**src/rtl/alu_seq_pkg.sv**
```systemverilog
// Shared types for the ALU command sequencer: function codes, FSM states, flag bit positions.
package alu_seq_pkg;

  typedef enum logic [2:0] {
    F_ADD = 3'b000,
    F_SUB = 3'b001,
    F_NOT = 3'b010,
    F_AND = 3'b011,
    F_OR  = 3'b100,
    F_XOR = 3'b101,
    F_SLT = 3'b110,
    F_EQ  = 3'b111
  } func_e;

  typedef enum logic [1:0] {
    S_IDLE = 2'd0,
    S_EXEC = 2'd1,
    S_RESP = 2'd2
  } state_e;

  localparam int FLG_OV  = 3;
  localparam int FLG_C   = 2;
  localparam int FLG_Z   = 1;
  localparam int FLG_OUT = 0;

  // Only SLT/EQ drive a meaningful alu_out.
  function automatic logic is_cmp(input logic [2:0] func);
    return func[2] & func[1];
  endfunction

endpackage

```
**src/rtl/alu_seq_if.sv**
```systemverilog
// Command, ALU and response signal bundle; slave is the sequencer, master is its environment.
interface alu_seq_if #(
  parameter int W = 4
);
  logic         cmd_valid;
  logic         cmd_ready;
  logic         cmd_li;
  logic [2:0]   cmd_func;
  logic [1:0]   cmd_rd;
  logic [1:0]   cmd_rs1;
  logic [1:0]   cmd_rs2;
  logic [W-1:0] cmd_imm;

  logic [W-1:0] alu_a;
  logic [W-1:0] alu_b;
  logic [2:0]   alu_func;
  logic [W-1:0] alu_result;
  logic         alu_out;
  logic         alu_carry;
  logic         alu_zero;
  logic         alu_overflow;

  logic         rsp_valid;
  logic         rsp_ready;
  logic [W-1:0] rsp_data;
  logic [3:0]   rsp_flags;

  modport master (
    output cmd_valid, cmd_li, cmd_func, cmd_rd, cmd_rs1, cmd_rs2, cmd_imm,
    input  cmd_ready,
    input  alu_a, alu_b, alu_func,
    output alu_result, alu_out, alu_carry, alu_zero, alu_overflow,
    input  rsp_valid, rsp_data, rsp_flags,
    output rsp_ready
  );

  modport slave (
    input  cmd_valid, cmd_li, cmd_func, cmd_rd, cmd_rs1, cmd_rs2, cmd_imm,
    output cmd_ready,
    output alu_a, alu_b, alu_func,
    input  alu_result, alu_out, alu_carry, alu_zero, alu_overflow,
    output rsp_valid, rsp_data, rsp_flags,
    input  rsp_ready
  );
endinterface

```
**src/rtl/alu_seq_regfile.sv**
```systemverilog
// Register file: NREG x W, two combinational read ports, one write port.
// Latency: reads 0 cycles, write visible after the write edge.
// Backpressure: none; writes are unconditional when we is high.
module alu_seq_regfile #(
  parameter int NREG = 4,
  parameter int W    = 4,
  parameter int AW   = $clog2(NREG)
) (
  input  logic          clk,
  input  logic          rst,
  input  logic          we,
  input  logic [AW-1:0] waddr,
  input  logic [W-1:0]  wdata,
  input  logic [AW-1:0] raddr0,
  output logic [W-1:0]  rdata0,
  input  logic [AW-1:0] raddr1,
  output logic [W-1:0]  rdata1
);
  logic [W-1:0] mem [NREG];

  always_ff @(posedge clk) begin
    if (rst) begin
      for (int i = 0; i < NREG; i++) mem[i] <= '0;
    end else if (we) begin
      mem[waddr] <= wdata;
    end
  end

  assign rdata0 = mem[raddr0];
  assign rdata1 = mem[raddr1];
endmodule

```
**src/rtl/alu_seq.sv**
```systemverilog
// Command sequencer feeding an external 4-bit ALU and writing results back to a small register file.
// Latency: ALU op accept->rsp_valid 2 cycles, load-immediate 1 cycle.
// Backpressure: RESP holds until rsp_ready; cmd_ready follows rsp_ready while a response is pending.
module alu_seq
  import alu_seq_pkg::*;
#(
  parameter int NREG = 4,
  parameter int W    = 4
) (
  input logic      clk,
  input logic      rst,
  alu_seq_if.slave bus
);
  localparam int AW = $clog2(NREG);

  state_e        state, state_nxt;
  logic          cmd_rdy, rsp_vld, accept;
  logic [AW-1:0] rd_q;
  logic          rf_we;
  logic [AW-1:0] rf_waddr;
  logic [W-1:0]  rf_wdata, rs1_dat, rs2_dat;
  logic [W-1:0]  exec_dat;
  logic [3:0]    exec_flags;

  assign accept        = bus.cmd_valid && cmd_rdy;
  assign bus.cmd_ready = cmd_rdy;
  assign bus.rsp_valid = rsp_vld;

  always_ff @(posedge clk) begin
    if (rst) state <= S_IDLE;
    else     state <= state_nxt;
  end

  always_comb begin
    state_nxt = state;
    cmd_rdy   = 1'b0;
    rsp_vld   = 1'b0;
    unique case (state)
      S_IDLE: begin
        cmd_rdy = !rst;
        if (accept) state_nxt = bus.cmd_li ? S_RESP : S_EXEC;
      end
      S_EXEC: state_nxt = S_RESP;
      S_RESP: begin
        rsp_vld = 1'b1;
        cmd_rdy = !rst && bus.rsp_ready;
        if (bus.rsp_ready) begin
          if (accept) state_nxt = bus.cmd_li ? S_RESP : S_EXEC;
          else        state_nxt = S_IDLE;
        end
      end
      default: state_nxt = S_IDLE;
    endcase
  end

  // alu_out is only meaningful for compares; mask it everywhere else.
  always_comb begin
    exec_flags          = '0;
    exec_flags[FLG_OV]  = bus.alu_overflow;
    exec_flags[FLG_C]   = bus.alu_carry;
    exec_flags[FLG_Z]   = bus.alu_zero;
    exec_flags[FLG_OUT] = is_cmp(bus.alu_func) & bus.alu_out;
    exec_dat = is_cmp(bus.alu_func) ? {{(W-1){1'b0}}, bus.alu_out} : bus.alu_result;
  end

  // EXEC write-back and LI accept are mutually exclusive: cmd_ready is low in EXEC.
  assign rf_we    = (state == S_EXEC) || (accept && bus.cmd_li);
  assign rf_waddr = (state == S_EXEC) ? rd_q : bus.cmd_rd;
  assign rf_wdata = (state == S_EXEC) ? exec_dat : bus.cmd_imm;

  alu_seq_regfile #(.NREG(NREG), .W(W)) u_regfile (
    .clk    (clk),
    .rst    (rst),
    .we     (rf_we),
    .waddr  (rf_waddr),
    .wdata  (rf_wdata),
    .raddr0 (bus.cmd_rs1),
    .rdata0 (rs1_dat),
    .raddr1 (bus.cmd_rs2),
    .rdata1 (rs2_dat)
  );

  always_ff @(posedge clk) begin
    if (rst) begin
      bus.alu_a     <= '0;
      bus.alu_b     <= '0;
      bus.alu_func  <= '0;
      rd_q          <= '0;
      bus.rsp_data  <= '0;
      bus.rsp_flags <= '0;
    end else begin
      if (accept && !bus.cmd_li) begin
        bus.alu_a    <= rs1_dat;
        bus.alu_b    <= rs2_dat;
        bus.alu_func <= bus.cmd_func;
        rd_q         <= bus.cmd_rd;
      end
      if (accept && bus.cmd_li) begin
        bus.rsp_data  <= bus.cmd_imm;
        bus.rsp_flags <= '0;
      end
      if (state == S_EXEC) begin
        bus.rsp_data  <= exec_dat;
        bus.rsp_flags <= exec_flags;
      end
    end
  end
endmodule

```
**src/flat_wrapper.sv**
```systemverilog
// flat-port wrapper written by rule: the top's interface ports become plain ports
module alu_seq_flat import alu_seq_pkg::*;
#(
  parameter int NREG = 4,
  parameter int W    = 4
)
  (clk, rst, bus_cmd_valid, bus_cmd_li, bus_cmd_func, bus_cmd_rd, bus_cmd_rs1, bus_cmd_rs2, bus_cmd_imm, bus_cmd_ready, bus_alu_a, bus_alu_b, bus_alu_func, bus_alu_result, bus_alu_out, bus_alu_carry, bus_alu_zero, bus_alu_overflow, bus_rsp_valid, bus_rsp_data, bus_rsp_flags, bus_rsp_ready);
  alu_seq_if #(.W(W)) bus_i ();
  input logic clk;
  input logic rst;
  input wire logic [$bits(bus_i.cmd_valid)-1:0] bus_cmd_valid;
  input wire logic [$bits(bus_i.cmd_li)-1:0] bus_cmd_li;
  input wire logic [$bits(bus_i.cmd_func)-1:0] bus_cmd_func;
  input wire logic [$bits(bus_i.cmd_rd)-1:0] bus_cmd_rd;
  input wire logic [$bits(bus_i.cmd_rs1)-1:0] bus_cmd_rs1;
  input wire logic [$bits(bus_i.cmd_rs2)-1:0] bus_cmd_rs2;
  input wire logic [$bits(bus_i.cmd_imm)-1:0] bus_cmd_imm;
  output wire logic [$bits(bus_i.cmd_ready)-1:0] bus_cmd_ready;
  output wire logic [$bits(bus_i.alu_a)-1:0] bus_alu_a;
  output wire logic [$bits(bus_i.alu_b)-1:0] bus_alu_b;
  output wire logic [$bits(bus_i.alu_func)-1:0] bus_alu_func;
  input wire logic [$bits(bus_i.alu_result)-1:0] bus_alu_result;
  input wire logic [$bits(bus_i.alu_out)-1:0] bus_alu_out;
  input wire logic [$bits(bus_i.alu_carry)-1:0] bus_alu_carry;
  input wire logic [$bits(bus_i.alu_zero)-1:0] bus_alu_zero;
  input wire logic [$bits(bus_i.alu_overflow)-1:0] bus_alu_overflow;
  output wire logic [$bits(bus_i.rsp_valid)-1:0] bus_rsp_valid;
  output wire logic [$bits(bus_i.rsp_data)-1:0] bus_rsp_data;
  output wire logic [$bits(bus_i.rsp_flags)-1:0] bus_rsp_flags;
  input wire logic [$bits(bus_i.rsp_ready)-1:0] bus_rsp_ready;
  assign bus_i.cmd_valid = bus_cmd_valid;
  assign bus_i.cmd_li = bus_cmd_li;
  assign bus_i.cmd_func = bus_cmd_func;
  assign bus_i.cmd_rd = bus_cmd_rd;
  assign bus_i.cmd_rs1 = bus_cmd_rs1;
  assign bus_i.cmd_rs2 = bus_cmd_rs2;
  assign bus_i.cmd_imm = bus_cmd_imm;
  assign bus_cmd_ready = bus_i.cmd_ready;
  assign bus_alu_a = bus_i.alu_a;
  assign bus_alu_b = bus_i.alu_b;
  assign bus_alu_func = bus_i.alu_func;
  assign bus_i.alu_result = bus_alu_result;
  assign bus_i.alu_out = bus_alu_out;
  assign bus_i.alu_carry = bus_alu_carry;
  assign bus_i.alu_zero = bus_alu_zero;
  assign bus_i.alu_overflow = bus_alu_overflow;
  assign bus_rsp_valid = bus_i.rsp_valid;
  assign bus_rsp_data = bus_i.rsp_data;
  assign bus_rsp_flags = bus_i.rsp_flags;
  assign bus_i.rsp_ready = bus_rsp_ready;
  alu_seq #(.NREG(NREG), .W(W)) u_core (.clk(clk), .rst(rst), .bus(bus_i));
endmodule
```
**config.mk**
```make
export PLATFORM = sky130hd
export DESIGN_NAME = alu_seq_flat
export DESIGN_NICKNAME = d
export VERILOG_FILES = /design/src/rtl/alu_seq_pkg.sv /design/src/rtl/alu_seq_if.sv /design/src/rtl/alu_seq_regfile.sv /design/src/rtl/alu_seq.sv /design/src/flat_wrapper.sv
export SDC_FILE = /design/constraint.sdc
export NUM_CORES = 1
export LEC_CHECK = 0
export BUFFER_PORTS_ARGS = -buffer_cell sky130_fd_sc_hd__buf_2
export CAP_MARGIN = 0
export CORE_ASPECT_RATIO = 0.7
export CORE_MARGIN = 2
export CORE_UTILIZATION = 50
export CTS_CLUSTER_SIZE = 20
export DETAILED_ROUTE_END_ITERATION = 12
export PLACE_DENSITY_LB_ADDON = 0.05
export SYNTH_ARGS = -nofsm -noshare
export SYNTH_HDL_FRONTEND = slang
export SYNTH_SLANG_ARGS = --single-unit
```
**constraint.sdc**
```tcl
create_clock -name clk -period 5.03 [get_ports clk]
set_clock_uncertainty 0.15 [all_clocks]
set_input_delay 1.006 -clock clk [delete_from_list [all_inputs] [get_ports clk]]
set_output_delay 1.006 -clock clk [all_outputs]
set_load 0.05 [all_outputs]
```
==> out/summary.log <==
qor: route.wl_met1 1.825 mm
qor: worst_setup_path.critical_path_origin rst
qor: power.power.total 0.0007056 W
qor: sta.final.min_clock_period 2992 ps
qor: yosys.dominant_combinational_cell_family_by_area_after_synthesis multiplexers
qor: grt.grt_max_degree 28
qor: power.p_leak 0.8662 nW
qor: placement.post_dp_cell_area 1997 µm²
qor: route.routed_via_density 5.438
qor: yosys.mux_contribution_to_synthesized_area 18.90%
qor: final_layout.drive_gt1_share 33.85%
qor: yosys.yosys_register_bits 39
qor: final_layout.fill_cells 264
qor: placement.detailed_place_hpwl 2.949 mm
qor: route.top_layer met4
qor: yosys.synth-main-ff-cell sky130_fd_sc_hd__dfxtp_1
qor: route.met2RoutedLength 1.744 mm
qor: yosys.synthesis.yosys.warnings 0
qor: clock_network.cts.reportedPaths.clkPinSlew 70 ps
qor: yosys.yosysTopAreaCell sky130_fd_sc_hd__edfxtp_1
qor: floorplanning.die-width 74.67 µm
qor: grt.grt_overflow 0
qor: yosys.post_synth.cell_area_avg 11.81 µm²
qor: yosys.synth_cell_type_count 29
qor: grt.initial_antenna_violation_count 0
qor: floorplanning.placementRows 17
qor: sta.timing.hold.ws 340.0 ps
qor: placement.number_of_buffer_cells_added_on_primary_ports 46
qor: clock_network.post_cts_resized 0
qor: yosys.yosys-top-cells-area sky130_fd_sc_hd__edfxtp_1 27%, sky130_fd_sc_hd__dfxtp_1 26%, sky130_fd_sc_hd__mux4_2 10%
qor: worst_setup_path.timing.critical_path.from_type input pin
qor: worst_setup_path.worst_r2r_startpoint u_core.state[0]
qor: sta.fmax 0.3343 GHz
qor: sta.period_share 59.47%
qor: clock_network.cts_hold_buffers 0
qor: grt.grt_usage 20.76%
qor: power.maximum_resistive_drop_on_vdd 0.2192 mV
qor: final_layout.seqCellArea 940.9 µm²
qor: yosys.synth_simple_gate_area_share 14.03%
qor: worst_hold_path.worst_hold_path_type flip-flop to flip-flop
qor: yosys.ys_seq_area_share 53.83%
qor: outcome.status completed
qor: worst_setup_path.end_kind output pin
qor: floorplanning.io_pins 47
qor: sta.setup_viol 0
qor: power.p_per_area 335.3 nW/µm²
qor: sta.timing.slew.headroom 20.92%
qor: sta.max_slew.worst_pin.slew 1186 ps
qor: final_layout.areaGrowthSynthToFinish 20.40%
qor: clock_network.cts.htree.levels 2
qor: route.post_drt_wl_per_cell 15.85 µm
qor: worst_setup_path.timing.setup.critical_path_class input pin to output pin
qor: clock_network.tritoncts yes
qor: route.antenna_violating_nets_post_route 0
qor: floorplanning.dieArea 3993 µm²
qor: yosys.synth_fa_ha_area_share 0%
qor: clock_network.cts_setup_buffers 0
qor: route.drt_wl_total 3.836 mm
qor: yosys.postSynthNetCount 174
qor: route.via_count 1316
qor: clock_network.cts_buffer_count 5
qor: floorplanning.floorplan.die.height 53.47 µm
qor: final_layout.antenna_cells 0
qor: final_layout.design_area 2105 µm²
qor: sta.setup_repair_after_global_routing_missed_its_margin no
qor: route.drcViolationCount 0
qor: worst_setup_path.worstPathRequired 3870 ps
qor: clock_network.num_clock_sinks 39
qor: final_layout.finish.net_count 220
qor: job.max_cap_viol_count 0
qor: clock_network.clk-insertion-delay-late 280 ps
qor: yosys.synth_compound_gate_area_share 10.52%
qor: floorplanning.start_util 54.06%
qor: worst_setup_path.arrival 1840 ps
qor: yosys.netlist.area_leader.share 27.49%
qor: floorplanning.core-area 3233 µm²
qor: yosys.synth_async_sr_flop_share 0%
qor: worst_setup_path.r2r_cells 3
qor: route.first_iter_violations 69
qor: sta.total_negative_setup_slack 0 ps
qor: clock_network.root_buffer sky130_fd_sc_hd__clkbuf_8
qor: worst_hold_path.min_delay_path_depth 2
qor: route.drtPass1Iterations 4
qor: yosys.post_synth_most_frequent_cells 38 x sky130_fd_sc_hd__nor2_1, 23 x sky130_fd_sc_hd__dfxtp_1, 16 x sky130_fd_sc_hd__edfxtp_1
qor: yosys.yosys.area_share.xor_xnor 0%
qor: yosys.synth_edf_count 16
qor: clock_network.clock_path_buffers 2
qor: grt.grt_pass1_wl 5.816 mm
qor: sta.drv_slew 0
qor: final_layout.multi_input_combinational_cell_area 759.5 µm²
qor: yosys.netlist_instances 148
qor: worst_hold_path.hold_path.startpoint u_core.bus.alu_b[1]
qor: yosys.synthMostInstantiatedCell sky130_fd_sc_hd__nor2_1
qor: final_layout.finish.utilization 65.09%
qor: sta.timing_hold_violations_final 0
qor: grt.first_global_vias 1183
qor: placement.final_weighted_congestion_in_routability_driven_placement 0.7714
qor: worst_setup_path.worstPathMaxFanout 27
qor: route.route.met3.wl 217 µm
qor: yosys.post_synth_instance_area 1748 µm²
metal layers:
layer	up-vias	GRT usage [%]
met4	0	7.143
li1	634	-
met3	6	5.333
met5	-	0
met1	627	28.26
met2	49	32.30
worst max-delay path, cell delays in order:
cell and delay [ps]:
sky130_fd_sc_hd__buf_2 260, sky130_fd_sc_hd__a211oi_1 260, sky130_fd_sc_hd__buf_2 300
sequential cells by signal, indices dropped and copies added (netlist names):
| name | flops |
|---|---|
| u_core.rd_q | 2 |
| u_core.u_regfile.mem | 16 |
| u_core.bus.rsp_data | 4 |
| u_core.bus.alu_b | 4 |
| u_core.bus.rsp_flags | 4 |
| u_core.state | 2 |
| u_core.bus.alu_func | 3 |
| u_core.bus.alu_a | 4 |
cell usage in the layout, fill, tap and decap left out:
cell / synthesis / final
sky130_fd_sc_hd__a21oi_2: 1 / 1
sky130_fd_sc_hd__o21ai_1: 1 / 1
sky130_fd_sc_hd__o31ai_1: 1 / 1
sky130_fd_sc_hd__clkbuf_8: 0 / 5
sky130_fd_sc_hd__nand2b_4: 1 / 1
sky130_fd_sc_hd__nand2b_1: 1 / 1
sky130_fd_sc_hd__nand3b_1: 1 / 1
sky130_fd_sc_hd__clkinv_1: 0 / 1
sky130_fd_sc_hd__nor3b_1: 2 / 2
sky130_fd_sc_hd__a2111oi_4: 1 / 1
sky130_fd_sc_hd__inv_1: 2 / 2
sky130_fd_sc_hd__edfxtp_1: 16 / 16
sky130_fd_sc_hd__o2bb2ai_1: 1 / 1
sky130_fd_sc_hd__mux2i_1: 15 / 15
sky130_fd_sc_hd__a211oi_1: 6 / 6
sky130_fd_sc_hd__a22oi_1: 6 / 6
sky130_fd_sc_hd__dfxtp_1: 23 / 23
sky130_fd_sc_hd__nand2_1: 5 / 5
sky130_fd_sc_hd__and3b_2: 1 / 1
sky130_fd_sc_hd__nor2b_1: 2 / 2
sky130_fd_sc_hd__clkinv_2: 0 / 1
sky130_fd_sc_hd__nor2_1: 38 / 38
sky130_fd_sc_hd__a21o_1: 1 / 1
sky130_fd_sc_hd__a221oi_1: 1 / 1
sky130_fd_sc_hd__buf_2: 2 / 46
sky130_fd_sc_hd__nand3_1: 2 / 2
sky130_fd_sc_hd__nand2b_2: 1 / 1
sky130_fd_sc_hd__a21oi_1: 4 / 4
sky130_fd_sc_hd__bufinv_16: 0 / 1
sky130_fd_sc_hd__mux4_2: 8 / 8
cell type report:
type	count	share of cell area (%)
Timing Repair Buffer	46	10.94
Multi-Input combinational cell	100	36.09
Tap cell	47	2.794
Sequential cell	39	44.71
Clock inverter	3	1.843
Inverter	2	0.3567
Clock buffer	5	3.270
worst paths after layout:
check                                    end  slack (ps)
setup / recovery               bus_cmd_ready        2040
hold / removal           u_core.bus.alu_b[1]         340
setup reg to reg  u_core.u_regfile.mem[3][0]        2620
hold reg to reg          u_core.bus.alu_b[1]         340
through the flow:
step                worst slack (ps)  std cells
floorplan                       1462        148
global placement                2072        234
detailed placement              2041        234
CTS                             2028        242
global route                    1988        242
finish                          2038        242
kinds of logic after synthesis:
group,Yosys count
mux,23
flops,39
buf+inv,9
compound gates,23
simple gates,54
power by group:
group	switching [W]	total (W)	internal (W)
sequential	0.0000107	0.000355	0.000344
combinational	0.0000656	0.000102	0.0000365
clock	0.000104	0.000249	0.000145
total	0.000180	0.000706	0.000526
Note: power is estimated with default switching activity, not from simulation.
